File: src/rtl/gray_pkg.sv
// Shared definitions for the bit-serial binary/Gray conversion engine.
package gray_pkg;

  typedef enum logic [1:0] {
    ST_IDLE  = 2'd0,
    ST_SHIFT = 2'd1,
    ST_DONE  = 2'd2
  } state_e;

  localparam logic MODE_B2G = 1'b0;
  localparam logic MODE_G2B = 1'b1;

  localparam int GRAY_W = 4;

endpackage

File: src/rtl/gray_bit_slice.sv
// One-bit conversion cell: combinational, zero latency, no flow control.
// The carried bit is the input bit for binary->Gray and the result bit for Gray->binary.
module gray_bit_slice
  import gray_pkg::*;
(
  input  logic in_bit,
  input  logic prev_bit,
  input  logic mode,
  output logic res_bit,
  output logic next_prev
);

  assign res_bit   = in_bit ^ prev_bit;
  assign next_prev = (mode == MODE_G2B) ? res_bit : in_bit;

endmodule

File: src/rtl/gray_serial_arb.sv
// Two-requester round-robin front end feeding one serial Gray slice, MSB-first over WIDTH cycles.
// Result valid WIDTH+1 cycles after accept; held under out_ready backpressure, no accepts until drained.
module gray_serial_arb
  import gray_pkg::*;
#(
  parameter int WIDTH = GRAY_W
) (
  input  logic             clk,
  input  logic             rst,
  input  logic             req0_valid,
  output logic             req0_ready,
  input  logic [WIDTH-1:0] req0_data,
  input  logic             req0_mode,
  input  logic             req1_valid,
  output logic             req1_ready,
  input  logic [WIDTH-1:0] req1_data,
  input  logic             req1_mode,
  output logic             out_valid,
  input  logic             out_ready,
  output logic [WIDTH-1:0] out_data,
  output logic             out_id
);

  localparam int IW = (WIDTH > 1) ? $clog2(WIDTH) : 1;

  state_e           state_q;
  logic [WIDTH-1:0] in_q;
  logic [WIDTH-1:0] res_q;
  logic [WIDTH-1:0] res_d;
  logic [WIDTH-1:0] out_data_q;
  logic [IW-1:0]    idx_q;
  logic             mode_q;
  logic             id_q;
  logic             last_grant_q;
  logic             prev_q;
  logic             out_valid_q;
  logic             out_id_q;

  logic             gnt_vld;
  logic             gnt_id;
  logic             slice_res;
  logic             slice_prev;

  // Ties go to the requester that was not served last.
  always_comb begin
    gnt_vld = 1'b0;
    gnt_id  = 1'b0;
    if (!rst && state_q == ST_IDLE) begin
      if (req0_valid && req1_valid) begin
        gnt_vld = 1'b1;
        gnt_id  = ~last_grant_q;
      end else if (req0_valid) begin
        gnt_vld = 1'b1;
        gnt_id  = 1'b0;
      end else if (req1_valid) begin
        gnt_vld = 1'b1;
        gnt_id  = 1'b1;
      end
    end
  end

  assign req0_ready = gnt_vld & ~gnt_id;
  assign req1_ready = gnt_vld &  gnt_id;

  gray_bit_slice u_slice (
    .in_bit    (in_q[idx_q]),
    .prev_bit  (prev_q),
    .mode      (mode_q),
    .res_bit   (slice_res),
    .next_prev (slice_prev)
  );

  always_comb begin
    res_d        = res_q;
    res_d[idx_q] = slice_res;
  end

  always_ff @(posedge clk) begin
    if (rst) begin
      state_q      <= ST_IDLE;
      in_q         <= '0;
      res_q        <= '0;
      out_data_q   <= '0;
      idx_q        <= IW'(WIDTH - 1);
      mode_q       <= MODE_B2G;
      id_q         <= 1'b0;
      last_grant_q <= 1'b1;
      prev_q       <= 1'b0;
      out_valid_q  <= 1'b0;
      out_id_q     <= 1'b0;
    end else begin
      case (state_q)
        ST_IDLE: begin
          if (gnt_vld) begin
            in_q         <= gnt_id ? req1_data : req0_data;
            mode_q       <= gnt_id ? req1_mode : req0_mode;
            id_q         <= gnt_id;
            last_grant_q <= gnt_id;
            prev_q       <= 1'b0;
            idx_q        <= IW'(WIDTH - 1);
            res_q        <= '0;
            state_q      <= ST_SHIFT;
          end
        end
        ST_SHIFT: begin
          res_q  <= res_d;
          prev_q <= slice_prev;
          if (idx_q == '0) begin
            out_data_q  <= res_d;
            out_id_q    <= id_q;
            out_valid_q <= 1'b1;
            state_q     <= ST_DONE;
          end else begin
            idx_q <= idx_q - 1'b1;
          end
        end
        ST_DONE: begin
          if (out_ready) begin
            out_valid_q <= 1'b0;
            state_q     <= ST_IDLE;
          end
        end
        default: begin
          out_valid_q <= 1'b0;
          state_q     <= ST_IDLE;
        end
      endcase
    end
  end

  assign out_valid = out_valid_q;
  assign out_data  = out_data_q;
  assign out_id    = out_id_q;

endmodule

File: config.mk
export PLATFORM = sky130hd
export DESIGN_NAME = gray_serial_arb
export DESIGN_NICKNAME = d
export VERILOG_FILES = /design/src/rtl/gray_pkg.sv /design/src/rtl/gray_bit_slice.sv /design/src/rtl/gray_serial_arb.sv
export SDC_FILE = /design/constraint.sdc
export NUM_CORES = 1
export LEC_CHECK = 0
export ABC_CLOCK_PERIOD_IN_PS = 3300
export BUFFER_PORTS_ARGS = -buffer_cell sky130_fd_sc_hd__buf_2
export CORE_MARGIN = 2
export CORE_UTILIZATION = 38
export CTS_CLUSTER_DIAMETER = 30
export DETAILED_ROUTE_END_ITERATION = 16
export PLACE_DENSITY = 0.65
export SETUP_SLACK_MARGIN = 0.4
export SYNTH_ARGS = -nofsm -noshare
export SYNTH_HDL_FRONTEND = slang
export SYNTH_SLANG_ARGS = --single-unit
File: constraint.sdc
create_clock -name clk -period 3.3 [get_ports clk]
set_clock_uncertainty 0.1 [all_clocks]
set_input_delay 0.165 -clock clk [delete_from_list [all_inputs] [get_ports clk]]
set_output_delay 0.165 -clock clk [all_outputs]
set_load 0.05 [all_outputs]
==> impl_metrics.csv, run 1 <==
group,metric,value,unit
hold_path,min_path_type,"input pin to flip-flop",
cells_and_area,final_common_cell,"buf_2",
logic_synthesis,syn-cell-area,974.7,um2
cells_and_area,area.growth.synth_to_final,21.18,%
setup_path,worst-endpoint-required,3.03,ns
timing,min_period,1.994,ns
logic_synthesis,synthesized_netlist_cell_count,114,
floorplanning,placement_rows,18,
cells_and_area,layout_cell_share_with_drive_strength_beyond_1,23.40,%
global_route,grt_first_pass_wirelength,3539,um
clocking,cts.repair_timing.setup_buffer_count,0,
floorplanning,chipHeight,54.65,um
timing,worst_hold_slack,0.03487,ns
floorplanning,die_area,2986,um2
setup_path,setup.reg_to_reg.worst_slack,1.50,ns
setup_path,worstSetupEndpointType,"output port",
global_route,global_route_congestion_overflow_total,0,
setup_path,critical_path_peak_fanout,8,
logic_synthesis,synth.distinct_cells,26,
clocking,clock_sinks,21,
timing,normalized_max_slew_margin,66.04,%
floorplanning,num_io_pins,23,
setup_path,critical_path.startpoint_type,"flip-flop",
pwr,leakagePower,0.5028,nW
global_route,grt_max_degree,23,
drt,detail_route.iter0.violations,10,
placement,port_buffers,22,
floorplanning,floorplan.core_area,2455,um2
setup_path,worstPathCellList,"nor3_2, and3_1, buf_2",
placement,pre_cts_ws,1.516,ns
status,run_status,"finished, final reports clean",
drt,route.detailed.wl_per_inst,12.13,um
timing,count_of_final_max_slew_check_failures,0,
cells_and_area,mostFrequentLayoutCells,"buf_2, dfxtp_1, a21oi_1, nand2_1, nor2_1",
global_route,grt_pass1_vias,826,
clocking,cts.clk_slew.worst_paths,0.11,ns
cells_and_area,finalCoreUtilization,48.11,%
logic_synthesis,synth_fp_nets,133,
logic_synthesis,syn_area_per_cell,8.550,um2
logic_synthesis,synth_edf_count,0,
clocking,clock_latency,0.30,ns
timing,setup_ws,1.306,ns
cells_and_area,final_nets,161,
timing,timing.setup.tns,0,ns
floorplanning,initial_core_util,39.70,%
drt,drt-vias-per-instance,5.234,
clocking,tritoncts_buffer_count,3,
timing,final_min_period_over_clock_period,60.42,%
global_route,antenna_violations_before_repair,0,
clocking,clock_tree.buffer_depth,2,
drt,drt-pass1-iter-count,4,
timing,timing_worst_slew_pin_value,0.5084,ns
run,maxCapViolations,0,
floorplanning,fp.dieW,54.65,um
pwr,vdd.ir_drop.worst,0.2902,mV
placement,placement.cell_area,1105,um2
timing,rsz0062_at_grt,"false",
logic_synthesis,synth_seq_area_share,43.13,%
cells_and_area,finalInstanceArea,1181,um2
drt,drtAntennaViolNets,0,
setup_path,worst_ep_arrival_time,1.73,ns
clocking,h-tree-depth,1,
drt,number_of_remaining_drc_errors,0,
setup_path,crit_path_max_incr_delay,0.38,ns
drt,num_vias,895,
placement,gp_congestion,0.8751,
setup_path,setup.worst_path.class,"flip-flop to output port",
drt,route.final.wire_length,2075,um
cells_and_area,antenna-diode-count,0,
setup_path,cpMaxStageDelayCell,"dfxtp_1",
logic_synthesis,async_flop_share,0,%
clocking,clockRootBuffer,"clkbuf_4",
clocking,tritoncts,"done",
pwr,pwr_density_cell,396.3,nW/um2
timing,fmax,501.5,MHz
placement,dp_hpwl,1538,um
timing,number_of_setup_violations_in_the_final_report,0,
logic_synthesis,ys_warn_count,0,
timing,number_of_hold_violations_in_the_final_report,0,
global_route,grt_use_total,16.43,%
logic_synthesis,ys_dominant_reg_cell,"dfxtp_1",
logic_synthesis,postSynthRegisterBits,21,
[synth_stat cells, types with 3 or more instances]
| cell type | n | share of area [%] |
|---|---|---|
| a22oi_1 | 6 | 4.6 |
| inv_1 | 3 | 1.2 |
| o21ai_0 | 4 | 2.1 |
| dfxtp_1 | 21 | 43 |
| a211o_1 | 4 | 3.6 |
| nor2_1 | 12 | 4.6 |
| a21oi_2 | 3 | 2.7 |
| nand3_1 | 6 | 3.1 |
| a21oi_1 | 17 | 8.7 |
| ha_1 | 4 | 5.1 |
| nand2_1 | 15 | 5.8 |
[metrics by stage]
step	std cells	total power, mW
3_3_place_gp	162	0.3434
5_1_grt	171	0.4942
2_1_floorplan	114	0.3250
4_1_cts	171	0.4740
6_report	171	0.4681
3_5_place_dp	162	0.3463
[final timing paths]
path               startpoint           to  cells past startpoint
setup / recovery   state_q[1]   req1_ready                      3
hold / removal      out_ready   state_q[1]                      4
setup reg to reg     idx_q[0]     idx_q[1]                      5
hold reg to reg   out_data[0]  out_data[0]                      2
[where the power goes]
| part | internal [mW] | switching [mW] | leakage [nW] |
|---|---|---|---|
| logic | 0.0310 | 0.0436 | 0.317 |
| clock network | 0.0472 | 0.0758 | 0.0150 |
| registers | 0.263 | 0.00786 | 0.171 |
| total | 0.341 | 0.127 | 0.503 |
[per-layer routing]
metal | global-route usage [%] | routed length [um] | vias up
li1 | - | - | 454
met1 | 20.80 | 919 | 412
met2 | 26.59 | 1006 | 24
met3 | 2.732 | 115 | 5
met4 | 8.333 | 33 | 0
met5 | 0 | 0 | -
[kinds of logic (layout without fill, tap and decap cells)]
logic type / Yosys count / in the layout / synth area share, %
simple gates: 43 / 43 / 20.41
compound gates: 36 / 36 / 23.49
mux: 1 / 1 / 2.310
buf+inv: 7 / 34 / 2.953
xor+xnor: 2 / 2 / 2.568
fa+ha+maj: 4 / 4 / 5.135
flops: 21 / 21 / 43.13
[layout make-up]
class                      instances  area (um2)
fill                             257        1274
multi-input combinational         86       525.5
sequential                        21       420.4
inverter                           3       11.26
clock buffer                       4       26.28
tap                               30       37.54
timing repair buffer              27       160.2
[timing repair]
action,4_1_cts,5_1_grt
hold buffers,5,0
endpoints found under the hold margin,5,0
gates resized for setup,0,0
[critical path, delay by kind of cell (launching register included)]
| kind | cells | cell delay, ns |
|---|---|---|
| and+or+nand+nor | 2 | 0.72 |
| DFF | 1 | 0.38 |
| buffers and inverters | 1 | 0.32 |
[state kept, by name (all words and copies together), names as in the netlist]
signal,cells
id_q,1
idx_q,2
in_q,4
last_grant_q,1
mode_q,1
out_data,4
out_id,1
out_valid,1
prev_q,1
res_q,3
state_q,2
Note: power is estimated with default switching activity, not from simulation.
==> inputs of run 2 (changes only) <==
--- a/config.mk
+++ b/config.mk
@@ -5,13 +5,13 @@
 export SDC_FILE = /design/constraint.sdc
 export NUM_CORES = 1
 export LEC_CHECK = 0
-export ABC_CLOCK_PERIOD_IN_PS = 3300
+export ABC_CLOCK_PERIOD_IN_PS = 1700
 export BUFFER_PORTS_ARGS = -buffer_cell sky130_fd_sc_hd__buf_2
 export CORE_MARGIN = 2
 export CORE_UTILIZATION = 38
 export CTS_CLUSTER_DIAMETER = 30
 export DETAILED_ROUTE_END_ITERATION = 16
-export PLACE_DENSITY = 0.65
+export PLACE_DENSITY = 0.67
 export SETUP_SLACK_MARGIN = 0.4
 export SYNTH_ARGS = -nofsm -noshare
 export SYNTH_HDL_FRONTEND = slang
==> constraint.sdc (replaced) <==
create_clock -name clk -period 1.7 [get_ports clk]
set_clock_uncertainty 0.1 [all_clocks]
set_input_delay 0.085 -clock clk [delete_from_list [all_inputs] [get_ports clk]]
set_output_delay 0.085 -clock clk [all_outputs]
set_load 0.05 [all_outputs]
==> impl_metrics.csv, run 2 (synthesis gave the netlist of run 1 again) <==
group,metric,value,unit
setup_path,critical_path.startpoint_type,"flip-flop",
drt,route.detailed.wl_per_inst,13.63,um
setup_path,worstSetupEndpointType,"flip-flop",
timing,count_of_final_max_slew_check_failures,0,
timing,number_of_setup_violations_in_the_final_report,0,
clocking,clockRootBuffer,"clkbuf_4",
drt,route.top_layer_used,"met4",
floorplanning,floorplan.core_area,2455,um2
cells_and_area,finalCoreUtilization,64.58,%
drt,route.final.wire_length,2657,um
clocking,clock_sinks,21,
timing,setup_ws,0.01606,ns
floorplanning,die_area,2986,um2
clocking,tritoncts_buffer_count,3,
global_route,antenna_violations_before_repair,0,
hold_path,min_path_type,"input pin to flip-flop",
drt,number_of_remaining_drc_errors,0,
setup_path,worst-endpoint-required,1.86,ns
cells_and_area,final_nets,185,
placement,placement.cell_area,1177,um2
global_route,grt_use_total,18.73,%
drt,detail_route.iter0.violations,7,
cells_and_area,final_common_cell,"buf_2",
cells_and_area,fillCellCount,196,
placement,pre_cts_ws,0.02630,ns
pwr,vdd.ir_drop.worst,0.5017,mV
placement,dp_hpwl,1528,um
global_route,global_route_congestion_overflow_total,0,
timing,number_of_hold_violations_in_the_final_report,0,
drt,drtAntennaViolNets,0,
drt,m1WireLength,1074,um
cells_and_area,finalInstanceArea,1585,um2
clocking,h-tree-depth,1,
global_route,grt_pass1_vias,916,
setup_path,critical_path_peak_fanout,3,
floorplanning,num_io_pins,23,
pwr,leakagePower,0.6371,nW
pwr,finalPower,1.024,mW
drt,dr_wl_met3,129,um
placement,gp_congestion,0.7584,
clocking,clock_latency,0.31,ns
run,maxCapViolations,0,
global_route,grt_first_pass_wirelength,4002,um
floorplanning,placement_rows,18,
timing,fmax,593.8,MHz
cells_and_area,antenna-diode-count,0,
cells_and_area,mostFrequentLayoutCells,"buf_2, dfxtp_1, a21oi_1, nand2_1, nor2_1",
floorplanning,chipHeight,54.65,um
clocking,tritoncts,"done",
cells_and_area,area.growth.synth_to_final,62.64,%
timing,normalized_max_slew_margin,80.81,%
floorplanning,fp.dieW,54.65,um
drt,drt-vias-per-instance,5.256,
floorplanning,initial_core_util,39.70,%
global_route,grt_max_degree,22,
status,run_status,"finished, final reports clean",
setup_path,setup.worst_path.class,"flip-flop to flip-flop",
timing,rsz0062_at_grt,"true",
timing,min_period,1.684,ns
pwr,pwr_density_cell,646.1,nW/um2
cells_and_area,layout_cell_share_with_drive_strength_beyond_1,46.06,%
placement,port_buffers,22,
clocking,clock_tree.buffer_depth,2,
timing,final_min_period_over_clock_period,99.06,%
setup_path,worst_ep_arrival_time,1.85,ns
drt,num_vias,1025,
drt,drt-pass1-iter-count,4,
drt,met2WireLength,1413,um
clocking,cts.clk_slew.worst_paths,0.12,ns
timing,timing_worst_slew_pin_value,0.2878,ns
-- run 2: worst paths after layout --
path / start / endpoint / slack [ns] / cells after the start
worst max-delay path: idx_q[0] / out_data[3] / 0.02 / 4
worst min-delay path: rst / id_q / 0.14 / 3
worst max register to register: idx_q[0] / out_data[3] / 0.02 / 4
worst min register to register: out_data[0] / out_data[0] / 0.36 / 2
-- run 2: worst max-delay path: stages (launching register included) --
cell	delay, ns
dfxtp_2	0.36
mux4_2	0.57
xnor2_2	0.18
a211o_1	0.31
a21oi_2	0.11
-- run 2: power by group --
part / switching [mW] / internal [mW] / leakage, nW
clock network: 0.160 / 0.0881 / 0.0177
registers: 0.0166 / 0.509 / 0.171
logic: 0.122 / 0.130 / 0.448
-- run 2: what timing repair did --
| item | CTS | global route |
|---|---|---|
| pin swaps | 7 | 16 |
| hold buffers | 11 | 0 |
| buffers inserted | 8 | 7 |
| endpoints found under the hold margin | 6 | 0 |
| resized for setup | 18 | 23 |
| gates cloned | 0 | 0 |
| endpoints found under the setup margin | 20 | 22 |
-- run 2: through the flow --
stage	std cells	hold WS, ns	setup TNS (ns)
4_1_cts	188	0.1051	0
6_report	195	0.1379	0
3_3_place_gp	165	0.2313	0
2_1_floorplan	114	0.07936	0
3_5_place_dp	165	0.2364	0
5_1_grt	195	0.1418	-0.08271
-- run 2: cell type report --
type	count	area, um2	area share, %
multi-input cells	86	664.4	41.91
flip-flops and latches	21	430.4	27.15
repair buffers	51	409.1	25.81
well taps	30	37.54	2.368
clock buffers	3	22.52	1.421
inverters	3	16.27	1.026
clock inverters	1	5.005	0.3157
-- run 2: per-layer routing --
metal | vias to the layer above | global-route usage [%]
met5 | - | 0
met4 | 0 | 7.500
met3 | 5 | 2.459
met2 | 34 | 33.53
met1 | 481 | 22.20
li1 | 505 | -
==> inputs of run 3 (changes only) <==
--- a/config.mk
+++ b/config.mk
@@ -9,6 +9,7 @@
 export BUFFER_PORTS_ARGS = -buffer_cell sky130_fd_sc_hd__buf_2
 export CORE_MARGIN = 2
 export CORE_UTILIZATION = 38
+export CTS_BUF_LIST = sky130_fd_sc_hd__clkbuf_16
 export CTS_CLUSTER_DIAMETER = 30
 export DETAILED_ROUTE_END_ITERATION = 16
 export PLACE_DENSITY = 0.67
==> impl_metrics.csv, run 3 (synthesis gave the netlist of run 1 again) <==
group,metric,value,unit
status,run_status,"finished, final reports clean",
timing,setup_ws,0.01806,ns
global_route,grt_first_pass_wirelength,3926,um
clocking,clockRootBuffer,"clkbuf_16",
timing,normalized_max_slew_margin,80.02,%
cells_and_area,area.growth.synth_to_final,59.95,%
global_route,global_route.usage.met1,20.50,%
timing,worst_hold_slack,0.04134,ns
global_route,met3_capacity_usage_during_global_routing,3.552,%
cells_and_area,final_common_cell,"buf_2",
drt,detail_route.iter0.violations,10,
setup_path,critical_path_peak_fanout,3,
floorplanning,fp.dieW,54.65,um
clocking,clock_sinks,21,
floorplanning,die_area,2986,um2
pwr,finalPower,1.258,mW
setup_path,crit_path_max_incr_delay,0.58,ns
pwr,pwr_density_cell,807.2,nW/um2
cells_and_area,finalInstanceArea,1559,um2
pwr,power_switching,0.3171,mW
cells_and_area,antenna-diode-count,0,
clocking,tritoncts,"done",
global_route,grt_max_degree,22,
placement,dpl.cell_count,165,
pwr,sw_frac_of_total,25.20,%
drt,number_of_remaining_drc_errors,0,
placement,dp_hpwl,1528,um
drt,route.final.wire_length,2581,um
floorplanning,chipHeight,54.65,um
setup_path,critical_path.top_delay_family,"multiplexers",
floorplanning,initial_core_util,39.70,%
pwr,share_comb_of_total_power,18.5,%
placement,port_buffers,22,
setup_path,rr_worst_depth,4,
floorplanning,placement_rows,18,
pwr,vdd.ir_drop.worst,0.6028,mV
hold_path,min_from,"req1_data[3]",
setup_path,worst-endpoint-required,1.80,ns
timing,timing_worst_slew_pin_value,0.2997,ns
drt,drtAntennaViolNets,0,
timing,fmax,594.6,MHz
clocking,tritoncts_buffer_count,3,
setup_path,crit_cells,4,
hold_path,timing.hold.worst_endpoint,"in_q[3]",
global_route,grt_use_total,18.77,%
pwr,leakagePower,0.6520,nW
pwr,clock_power_share,39.8,%
setup_path,worst_ep_arrival_time,1.78,ns
global_route,antenna_violations_before_repair,0,
pwr,power_report.internal_total,0.9413,mW
clocking,clock_latency,0.26,ns
setup_path,worstSetupEndpointType,"flip-flop",
timing,final_min_period_over_clock_period,98.94,%
global_route,grt_pass1_vias,907,
placement,gp_congestion,0.7584,
cells_and_area,layout_cell_share_with_drive_strength_beyond_1,48.13,%
pwr,p_seq_share,41.8,%
floorplanning,floorplan.core_area,2455,um2
setup_path,r2r-start,"idx_q[0]",
drt,route.detailed.wl_per_inst,13.58,um
timing,rsz0062_at_grt,"true",
setup_path,worstPathCellList,"mux4_2, xnor2_2, a211o_1, a21oi_2",
hold_path,worst_hold_path.num_cells,3,
cells_and_area,mostFrequentLayoutCells,"buf_2, dfxtp_1, a21oi_1, buf_4, nor2_1",
timing,number_of_hold_violations_in_the_final_report,0,
run,maxCapViolations,0,
drt,drt-vias-per-instance,5.111,
cells_and_area,final_nets,180,
placement,pre_cts_ws,0.02630,ns
timing,count_of_final_max_slew_check_failures,0,
floorplanning,num_io_pins,23,
setup_path,rr_endpoint,"out_data[3]",
global_route,busiest_layer,"met2",
setup_path,critical_path.startpoint_type,"flip-flop",
placement,placement.cell_area,1177,um2
setup_path,setup.worst_path.class,"flip-flop to flip-flop",
global_route,use_met2,33.93,%
cells_and_area,final-instance-count-excl-fill,190,
clocking,h-tree-depth,1,
hold_path,min_path_type,"input pin to flip-flop",
setup_path,path_buf_inv,0,
setup_path,setup.reg_to_reg.worst_slack,0.02,ns
drt,drt-pass1-iter-count,4,
clocking,cts.clk_slew.worst_paths,0.06,ns
global_route,global_route_congestion_overflow_total,0,
timing,number_of_setup_violations_in_the_final_report,0,
clocking,clock_tree.buffer_depth,2,
setup_path,cpMaxStageDelayCell,"mux4_2",
timing,min_period,1.682,ns
drt,num_vias,971,
[run 3: metal layers]
layer  vias to the layer above  share of wire, %
li1                        495                 -
met3                         5               3.8
met2                        27                53
met4                         0               1.6
met5                         -                 0
met1                       444                41
[run 3: worst max-delay path by stage]
stage | start | to
6_report | idx_q[0] | out_data[3]
5_1_grt | idx_q[0] | prev_q
4_1_cts | idx_q[0] | out_data[1]
3_5_place_dp | idx_q[0] | out_data[1]
3_3_place_gp | idx_q[0] | out_data[3]
2_1_floorplan | idx_q[0] | out_data[1]
[run 3: power groups by stage]
stage,registers [mW],logic [mW],clock network [mW]
floorplan,0.535,0.111,0
CTS,0.526,0.191,0.509
global placement,0.539,0.148,0
global route,0.528,0.253,0.538
finish,0.526,0.232,0.501
detailed placement,0.539,0.151,0
[run 3: timing repair]
item,CTS,global route
pin swaps,10,12
hold buffers,6,0
resized for setup,16,20
buffers inserted,8,7
endpoints found under the hold margin,6,0
setup endpoints to repair,20,22
[run 3: area by class of cell]
| class | count | area (um2) |
|---|---|---|
| clock inverter | 1 | 5.005 |
| fill | 193 | 895.9 |
| clock buffer | 3 | 75.07 |
| tap | 30 | 37.54 |
| timing repair buffer | 46 | 344.1 |
| multi-input combinational | 86 | 653.1 |
| sequential | 21 | 430.4 |
| inverter | 3 | 13.76 |
[run 3: through the flow]
stage          util (%)  setup TNS [ns]
2_1_floorplan         -               0
3_3_place_gp      47.96               0
3_5_place_dp      47.96               0
4_1_cts           58.21               0
5_1_grt           63.51        -0.05982
6_report          63.51               0
[run 3: worst reg2reg max path, delay by kind of cell (launching register included)]
family                    cells  cell delay (ns)
AOI/OAI and AO/OA             2             0.42
xor gates and xnor gates      1             0.18
DFF                           1             0.34
muxes                         1             0.58
